==> config.mk <==
export PLATFORM = sky130hd
export DESIGN_NAME = hazard_tracker_r0_flat
export DESIGN_NICKNAME = d
export VERILOG_FILES = /design/src/rtl/hazard_tracker_r0_if.sv /design/src/rtl/hazard_tracker_r0.sv /design/src/flat_wrapper.sv
export SDC_FILE = /design/constraint.sdc
export NUM_CORES = 1
export LEC_CHECK = 0
export BUFFER_PORTS_ARGS = -buffer_cell sky130_fd_sc_hd__buf_4
export CAP_MARGIN = 40
export CORE_UTILIZATION = 45
export CTS_BUF_LIST = sky130_fd_sc_hd__clkbuf_16
export DETAILED_ROUTE_END_ITERATION = 12
export PLACE_DENSITY_LB_ADDON = 0.05
export SYNTH_ARGS = -nofsm -noshare
export SYNTH_HDL_FRONTEND = slang
export SYNTH_SLANG_ARGS = --single-unit
==> constraint.sdc <==
create_clock -name clk -period 1.97 [get_ports clk]
set_input_delay 0.394 -clock clk [delete_from_list [all_inputs] [get_ports clk]]
set_output_delay 0.394 -clock clk [all_outputs]
set_load 0.02 [all_outputs]
==> src/rtl/hazard_tracker_r0_if.sv <==
// hazard_tracker_r0_if
//   Bundles the pipeline-side signals of hazard_tracker_r0.
//   master : pipeline control (drives ID/EX info, mem_ready, flush; reads tags/stalls)
//   slave  : hazard_tracker_r0 itself
//   Inputs to tracker : id_valid, id_rs, id_rt, ex_writeReg, ex_regToWrite,
//                       ex_memRead, mem_ready, flush [, stall_cnt_clr]
//   Outputs of tracker: mem_writeReg, mem_regToWrite, wb_writeReg, wb_regToWrite,
//                       stall_if_id, bubble_ex, hold_back [, stall_cycles]
//   Optional macro HAZARD_STALL_COUNTER_EN adds stall_cnt_clr / stall_cycles.
interface hazard_tracker_r0_if #(
  parameter int REG_ADDR_WIDTH = 5
`ifdef HAZARD_STALL_COUNTER_EN
  , parameter int CNT_WIDTH = 16
`endif
);
  logic                      id_valid;
  logic [REG_ADDR_WIDTH-1:0] id_rs;
  logic [REG_ADDR_WIDTH-1:0] id_rt;
  logic                      ex_writeReg;
  logic [REG_ADDR_WIDTH-1:0] ex_regToWrite;
  logic                      ex_memRead;
  logic                      mem_ready;
  logic                      flush;
  logic                      mem_writeReg;
  logic [REG_ADDR_WIDTH-1:0] mem_regToWrite;
  logic                      wb_writeReg;
  logic [REG_ADDR_WIDTH-1:0] wb_regToWrite;
  logic                      stall_if_id;
  logic                      bubble_ex;
  logic                      hold_back;
`ifdef HAZARD_STALL_COUNTER_EN
  logic                      stall_cnt_clr;
  logic [CNT_WIDTH-1:0]      stall_cycles;

  modport master (
    output id_valid, id_rs, id_rt, ex_writeReg, ex_regToWrite, ex_memRead,
           mem_ready, flush, stall_cnt_clr,
    input  mem_writeReg, mem_regToWrite, wb_writeReg, wb_regToWrite,
           stall_if_id, bubble_ex, hold_back, stall_cycles
  );
  modport slave (
    input  id_valid, id_rs, id_rt, ex_writeReg, ex_regToWrite, ex_memRead,
           mem_ready, flush, stall_cnt_clr,
    output mem_writeReg, mem_regToWrite, wb_writeReg, wb_regToWrite,
           stall_if_id, bubble_ex, hold_back, stall_cycles
  );
`else
  modport master (
    output id_valid, id_rs, id_rt, ex_writeReg, ex_regToWrite, ex_memRead,
           mem_ready, flush,
    input  mem_writeReg, mem_regToWrite, wb_writeReg, wb_regToWrite,
           stall_if_id, bubble_ex, hold_back
  );
  modport slave (
    input  id_valid, id_rs, id_rt, ex_writeReg, ex_regToWrite, ex_memRead,
           mem_ready, flush,
    output mem_writeReg, mem_regToWrite, wb_writeReg, wb_regToWrite,
           stall_if_id, bubble_ex, hold_back
  );
`endif
endinterface

==> src/rtl/hazard_tracker_r0.sv <==
// hazard_tracker_r0
//   Producer-side companion to the forwarding unit of the pipelined MIPS core.
//   Carries the EX destination tag through EX/MEM and MEM/WB, detects load-use
//   hazards that forwarding cannot cover and freezes the back end while a load
//   waits on data memory.
//   Ports:
//     clk  : rising-edge clock
//     rst  : synchronous, active-low reset
//     bus  : hazard_tracker_r0_if.slave (ID/EX info in, write tags and stall
//            controls out)
//   Parameters: REG_ADDR_WIDTH, LOAD_LATENCY (1..7 bubble cycles),
//               CNT_WIDTH (only with the stall counter).
//   Optional macro HAZARD_STALL_COUNTER_EN adds a saturating stall-cycle counter
//   (bus.stall_cycles) with synchronous clear (bus.stall_cnt_clr).
module hazard_tracker_r0 #(
  parameter int REG_ADDR_WIDTH = 5,
  parameter int LOAD_LATENCY   = 1
`ifdef HAZARD_STALL_COUNTER_EN
  , parameter int CNT_WIDTH    = 16
`endif
) (
  input logic                clk,
  input logic                rst,
  hazard_tracker_r0_if.slave bus
);

  typedef enum logic [1:0] {
    RUN,
    LOAD_STALL,
    MEM_WAIT
  } state_t;

  state_t                    r_state;
  state_t                    w_stateNext;
  logic [2:0]                r_count;
  logic [2:0]                w_countNext;
  logic                      r_memWriteReg;
  logic [REG_ADDR_WIDTH-1:0] r_memRegToWrite;
  logic                      r_memMemRead;
  logic                      r_wbWriteReg;
  logic [REG_ADDR_WIDTH-1:0] r_wbRegToWrite;
  logic                      w_holdBack;
  logic                      w_haz;
  logic                      w_stallIfId;
  logic                      w_bubbleEx;

  // Only a load sitting in MEM can wait on data memory.
  assign w_holdBack = r_memMemRead & ~bus.mem_ready;

  assign w_haz = bus.id_valid & bus.ex_memRead & bus.ex_writeReg &
                 (bus.ex_regToWrite != '0) &
                 ((bus.id_rs == bus.ex_regToWrite) | (bus.id_rt == bus.ex_regToWrite));

  // Stall FSM state and remaining-bubble count.
  always_ff @(posedge clk) begin
    if (!rst) begin
      r_state <= RUN;
      r_count <= 3'd0;
    end else begin
      r_state <= w_stateNext;
      r_count <= w_countNext;
    end
  end

  // Next-state and stall controls. A pending memory wait always wins over a
  // load-use hazard; the hazard is simply re-evaluated once RUN resumes.
  always_comb begin
    w_stateNext = r_state;
    w_countNext = r_count;
    w_stallIfId = 1'b0;
    w_bubbleEx  = 1'b0;
    case (r_state)
      RUN: begin
        if (w_holdBack) begin
          w_stateNext = MEM_WAIT;
        end else if (w_haz && !bus.flush) begin
          w_stallIfId = 1'b1;
          w_bubbleEx  = 1'b1;
          if (LOAD_LATENCY > 1) begin
            w_stateNext = LOAD_STALL;
            w_countNext = 3'(LOAD_LATENCY - 1);
          end
        end
      end
      LOAD_STALL: begin
        w_stallIfId = 1'b1;
        w_bubbleEx  = 1'b1;
        if (bus.flush) begin
          // The dependent instruction is squashed, so remaining bubbles are moot.
          w_countNext = 3'd0;
          w_stateNext = w_holdBack ? MEM_WAIT : RUN;
        end else if (w_holdBack) begin
          w_stateNext = MEM_WAIT;
        end else if (r_count <= 3'd1) begin
          w_countNext = 3'd0;
          w_stateNext = RUN;
        end else begin
          w_countNext = r_count - 3'd1;
        end
      end
      MEM_WAIT: begin
        w_stallIfId = 1'b1;
        if (bus.mem_ready) begin
          w_stateNext = (r_count != 3'd0) ? LOAD_STALL : RUN;
        end
      end
      default: begin
        w_stateNext = RUN;
        w_countNext = 3'd0;
      end
    endcase
    if (bus.flush) begin
      w_bubbleEx = 1'b1;
    end
  end

  // EX/MEM and MEM/WB tag registers. While held, MEM keeps its load and WB is
  // bubbled so the instruction already in WB is not written twice.
  always_ff @(posedge clk) begin
    if (!rst) begin
      r_memWriteReg   <= 1'b0;
      r_memRegToWrite <= '0;
      r_memMemRead    <= 1'b0;
      r_wbWriteReg    <= 1'b0;
      r_wbRegToWrite  <= '0;
    end else if (!w_holdBack) begin
      if (w_bubbleEx) begin
        r_memWriteReg   <= 1'b0;
        r_memRegToWrite <= '0;
        r_memMemRead    <= 1'b0;
      end else begin
        r_memWriteReg   <= bus.ex_writeReg & (bus.ex_regToWrite != '0);
        r_memRegToWrite <= bus.ex_regToWrite;
        r_memMemRead    <= bus.ex_memRead;
      end
      r_wbWriteReg   <= r_memWriteReg;
      r_wbRegToWrite <= r_memRegToWrite;
    end else begin
      r_wbWriteReg <= 1'b0;
    end
  end

  assign bus.mem_writeReg   = r_memWriteReg;
  assign bus.mem_regToWrite = r_memRegToWrite;
  assign bus.wb_writeReg    = r_wbWriteReg;
  assign bus.wb_regToWrite  = r_wbRegToWrite;
  assign bus.stall_if_id    = w_stallIfId;
  assign bus.bubble_ex      = w_bubbleEx;
  assign bus.hold_back      = w_holdBack;

`ifdef HAZARD_STALL_COUNTER_EN
  logic [CNT_WIDTH-1:0] r_stallCycles;

  // Saturating count of cycles with IF/ID stalled; clear beats increment.
  always_ff @(posedge clk) begin
    if (!rst) begin
      r_stallCycles <= '0;
    end else if (bus.stall_cnt_clr) begin
      r_stallCycles <= '0;
    end else if (w_stallIfId && !(&r_stallCycles)) begin
      r_stallCycles <= r_stallCycles + CNT_WIDTH'(1);
    end
  end

  assign bus.stall_cycles = r_stallCycles;
`endif

endmodule
==> src/flat_wrapper.sv <==
// flat-port wrapper written by rule: the top's interface ports become plain ports
module hazard_tracker_r0_flat 
#(
  parameter int REG_ADDR_WIDTH = 5,
  parameter int LOAD_LATENCY   = 1

)
  (clk, rst, bus_id_valid, bus_id_rs, bus_id_rt, bus_ex_writeReg, bus_ex_regToWrite, bus_ex_memRead, bus_mem_ready, bus_flush, bus_mem_writeReg, bus_mem_regToWrite, bus_wb_writeReg, bus_wb_regToWrite, bus_stall_if_id, bus_bubble_ex, bus_hold_back);
  hazard_tracker_r0_if #(.REG_ADDR_WIDTH(REG_ADDR_WIDTH)) bus_i ();
  input logic clk;
  input logic rst;
  input wire logic [$bits(bus_i.id_valid)-1:0] bus_id_valid;
  input wire logic [$bits(bus_i.id_rs)-1:0] bus_id_rs;
  input wire logic [$bits(bus_i.id_rt)-1:0] bus_id_rt;
  input wire logic [$bits(bus_i.ex_writeReg)-1:0] bus_ex_writeReg;
  input wire logic [$bits(bus_i.ex_regToWrite)-1:0] bus_ex_regToWrite;
  input wire logic [$bits(bus_i.ex_memRead)-1:0] bus_ex_memRead;
  input wire logic [$bits(bus_i.mem_ready)-1:0] bus_mem_ready;
  input wire logic [$bits(bus_i.flush)-1:0] bus_flush;
  output wire logic [$bits(bus_i.mem_writeReg)-1:0] bus_mem_writeReg;
  output wire logic [$bits(bus_i.mem_regToWrite)-1:0] bus_mem_regToWrite;
  output wire logic [$bits(bus_i.wb_writeReg)-1:0] bus_wb_writeReg;
  output wire logic [$bits(bus_i.wb_regToWrite)-1:0] bus_wb_regToWrite;
  output wire logic [$bits(bus_i.stall_if_id)-1:0] bus_stall_if_id;
  output wire logic [$bits(bus_i.bubble_ex)-1:0] bus_bubble_ex;
  output wire logic [$bits(bus_i.hold_back)-1:0] bus_hold_back;
  assign bus_i.id_valid = bus_id_valid;
  assign bus_i.id_rs = bus_id_rs;
  assign bus_i.id_rt = bus_id_rt;
  assign bus_i.ex_writeReg = bus_ex_writeReg;
  assign bus_i.ex_regToWrite = bus_ex_regToWrite;
  assign bus_i.ex_memRead = bus_ex_memRead;
  assign bus_i.mem_ready = bus_mem_ready;
  assign bus_i.flush = bus_flush;
  assign bus_mem_writeReg = bus_i.mem_writeReg;
  assign bus_mem_regToWrite = bus_i.mem_regToWrite;
  assign bus_wb_writeReg = bus_i.wb_writeReg;
  assign bus_wb_regToWrite = bus_i.wb_regToWrite;
  assign bus_stall_if_id = bus_i.stall_if_id;
  assign bus_bubble_ex = bus_i.bubble_ex;
  assign bus_hold_back = bus_i.hold_back;
  hazard_tracker_r0 #(.REG_ADDR_WIDTH(REG_ADDR_WIDTH), .LOAD_LATENCY(LOAD_LATENCY)) u_core (.clk(clk), .rst(rst), .bus(bus_i));
endmodule
# Word level (Yosys, flattened, before mapping)
# Index checks and enable logic that the tools add are counted.
# W data, S select, Z words.
# word_totals
regBits	18
output_inout_bits	15
# classes
addsub	1
magnitude_cmp	1
n_eq_ne	8
mux	20
bitwise_logic	10
n_reduce_logical	10
# ops
cell	count
$mux W2	6
$eq A5 B5 Y1	2
$mux W3	3
$and A1 B1 Y1	6
$mux W1	6
$pmux W2 S3	1
$pmux W3 S2	1
$reduce_or A2 Y1	3
$mux W5	1
$reduce_bool A5 Y1	1
$ne A4 B2 Y1 const B	1
$pmux W1 S2	2
$le A3 B1 Y1 const B	1
$ne A3 B3 Y1 const B	1
$not A1 Y1	3
$reduce_and A3 Y1	1
$reduce_bool A3 Y1	1
$sub A3 B1 Y3 const B	1
$eq A2 B1 Y1 const B	1
$eq A2 B2 Y1 const B	1
$logic_not A2 Y1	1
$ne A2 B1 Y1 const B	1
$ne A2 B2 Y1 const B	1
$reduce_and A2 Y1	1
3 further kinds	3

# Logic depth before layout (Yosys ltp)
# logic_depth
depth_word	10
depth_mapped	7
depth_no_buf	7

# Worst setup path before layout
# OpenSTA, ideal clock, no wires.
# synth_timing
kind	input to output
startpoint	in bus_ex_regToWrite[1]
endpoint	out bus_stall_if_id
t_arrival_ns	1.467
slack_ns	0.109
cell_stages	5
n_path_buf	0
path_cell_list	or4_1 > o21ai_2 > nor3_1 > o21ai_2 > a21oi_1
# synth_between
elab_chain_cells	7
# synth_rtl
item	line_no	source
start, declared	flat_wrapper.sv:16	input wire logic [$bits(bus_i.ex_regToWrite)-1:0] bus_ex_regToWrite;
$eq A5 B5 Y1 or $reduce_bool A5 Y1 (tied branches)	hazard_tracker_r0.sv:52, hazard_tracker_r0.sv:51	
$or A1 B1 Y1 or $and A1 B1 Y1 (tied branches)	hazard_tracker_r0.sv:52, hazard_tracker_r0.sv:50	
$and A1 B1 Y1 (*)	hazard_tracker_r0.sv:51	(bus.ex_regToWrite != '0) &
$logic_and A1 B1 Y1 (*)	hazard_tracker_r0.sv:76	end else if (w_haz && !bus.flush) begin
$mux W1 (*)	hazard_tracker_r0.sv:76	
$mux W1 (*)	hazard_tracker_r0.sv:74	if (w_holdBack) begin
$pmux W1 S2 (*)	hazard_tracker_r0.sv:72	case (r_state)
end, declared	flat_wrapper.sv:24	output wire logic [$bits(bus_i.stall_if_id)-1:0] bus_stall_if_id;
# Every way passes the cells marked *; elsewhere a longest branch is shown, timed or not.

# Worst setup path after layout
# layout_timing
startpoint	in bus_ex_regToWrite[3]
endpoint	out bus_stall_if_id
# Same word-level chain as after synthesis.

==> qor.txt <==
Status - finished clean
Cell variety after synth - 27
Pin count of the biggest net entering global routing - 20
Most frequent cells in the layout - buf_4, dfxtp_1, nand2_1
Gr ovfl total - 0
Root Buffer - clkbuf_16
Starting Density - 0.496
Vias - 978
Fmax achieved - 513 MHz
Pre-CTS setup slack - -0.0198 ns
Initial antenna violation count - 0
Slew Limit Fails - 0
Worst Hold Class - reg2reg
Leak - 0.684 nW
Core Area - 2020 µm²
IO Pins - 37
Max Cap Violations - 0
Worst-margin pin slew - 0.419 ns
Synthesis-to-layout area growth - 52.8%
Clock Pin Slew Worst Setup and Hold Paths - 0.05 ns
Worst hold slack - 0.448 ns
Global-route wire length before repair - 4020 µm
ANT nets after route - 0
Warnings, synthesis - 0
Rows - 16
Peak supply drop - 660 µV
Flop and latch count out of synthesis - 18
Placed inst area - 1360 µm²
IO buf count - 36
Fin util - 0.757
Worst Setup End Kind - output pin
Vias/cell - 5.12
Tot GR Track Use - 0.222
GP Congestion - 0.754
Final setup vio count - 0
Post-synthesis instance total - 114
TritonCTS clock tree - yes
Final Instance Area - 1530 µm²
Fin crit share - 0.990
H-Tree Level Count - 1
CP arrival - 1.56 ns
Total power - 1.39 mW
Post-layout net count - 194
Die width - 49.2 µm
CP required - 1.58 ns
Tmin final - 1.95 ns
Inserted Clock Buffers - 3
Synth Net Count - 143
Clock sinks - 18
Max transition margin - 0.717
Critical setup path kind - in2out
Routed wire length - 2460 µm
Hold_buf cts - 0
Final setup margin - 0.0189 ns
Power density cells - 905 nW/µm²
RSZ-0062 raised after global routing - yes
Max clock buf depth - 2
CP max FO - 3
Commonest non-fill, non-tap cell in the layout - buf_4
Die area - 2420 µm²
Clock Skew - 0.00143 ns
Dpl hpwl - 1760 µm
CP Launch Type - input port
Layout cells sized above 1 - 0.402
Initial DRC count - 14
DRC viols - 0
Hold Violations, Final - 0
Die extent in y - 49.2 µm
Drt first pass iters - 4
Sequential area share after synthesis - 0.360
Synth Cell Area - 1000 µm²
Drt wl/cell - 12.9 µm
Vias in the first global route - 955
Mapped Avg Cell Area - 8.79 µm²
Worst skew pair latency - 0.25 ns
Diode count - 0
## synth_stat cells (all sizes together)
library cell,count,area [µm²]
inv,9,33.8
mux2i,2,20.0
and4,5,43.8
xnor2,7,61.3
a211oi,2,20.0
nand2,14,52.6
or4,2,15.0
o21ai,5,32.5
clkbuf,4,15.0
o21ba,1,10.0
nand4b,1,8.76
or3,1,6.26
xor2,5,43.8
nand2b,1,6.26
nand3,3,15.0
a32o,6,60.1
dfxtp,18,360
nor3,3,15.0
a22o,1,8.76
a21oi,7,35.0
ha,7,87.6
nor2b,2,12.5
nor2,5,18.8
and3,2,12.5
o21a,1,7.51
## per-stage QoR
step / cells / setup TNS (ns)
floorplan: 114 / 0
global placement: 182 / 0
detailed placement: 182 / -0.0275
CTS: 189 / -0.00742
global route: 191 / -0.0401
finish: 191 / 0
## final cells by class
cell class,count,area (µm²)
inverters,9,36.3
flip-flops and latches,18,365
clock inverters,1,3.75
well taps,27,33.8
clock buffers,3,75.1
repair buffers,50,383
fillers,144,490
multi-input cells,83,634
## worst max-delay path, stage by stage
cell and delay [ns]:
buf_6 0.09, or4_4 0.54, o21ai_4 0.15, nor3_2 0.06, o21ai_2 0.08, a21oi_1 0.09, buf_4 0.16
## metal layers
| metal | track usage | share of wire |
|---|---|---|
| met1 | 0.261 | 0.47 |
| met2 | 0.390 | 0.48 |
| met3 | 0.0187 | 0.046 |
| met4 | 0.127 | 0.0069 |
| met5 | 0 | 0 |
## logic make-up after synthesis
family,Yosys count,synth area share
simple gates,39,0.206
compound gates,23,0.174
flops,18,0.360
buf+inv,13,0.0487
xor+xnor,12,0.105
fa+ha+maj,7,0.0874
mux,2,0.0200
## worst paths after layout
kind	slack, ns	startpoint	end	depth (start not counted)
worst min-delay path	0.45	u_core.bus.wb_regToWrite[2]	u_core.bus.wb_regToWrite[2]	2
worst max-delay path	0.02	bus_ex_regToWrite[3]	bus_stall_if_id	7
worst max register to register	0.28	u_core.r_state[1]	u_core.r_count[2]	7
worst min register to register	0.45	u_core.bus.wb_regToWrite[2]	u_core.bus.wb_regToWrite[2]	2
## power breakdown
part	total (mW)	internal (mW)	switching (mW)	leakage (nW)
Sequential	0.471	0.421	0.0492	0.148
Clock	0.407	0.270	0.137	0.0385
Combinational	0.508	0.261	0.247	0.497
Total	1.39	0.953	0.433	0.684
## what timing repair did
| action | in CTS | in global routing |
|---|---|---|
| pin swaps | 4 | 5 |
| endpoints found under the setup margin | 2 | 2 |
| cloned | 0 | 0 |
| buffers inserted | 3 | 2 |
| resized for setup | 5 | 10 |
| endpoints found under the hold margin | 0 | 0 |
## registers in the layout (all words and copies together) (netlist names)
register,count
u_core.r_memMemRead,1
u_core.bus.mem_writeReg,1
u_core.r_state,2
u_core.r_count,3
u_core.bus.wb_writeReg,1
u_core.bus.wb_regToWrite,5
u_core.bus.mem_regToWrite,5
(Power assumes the default switching activity.)
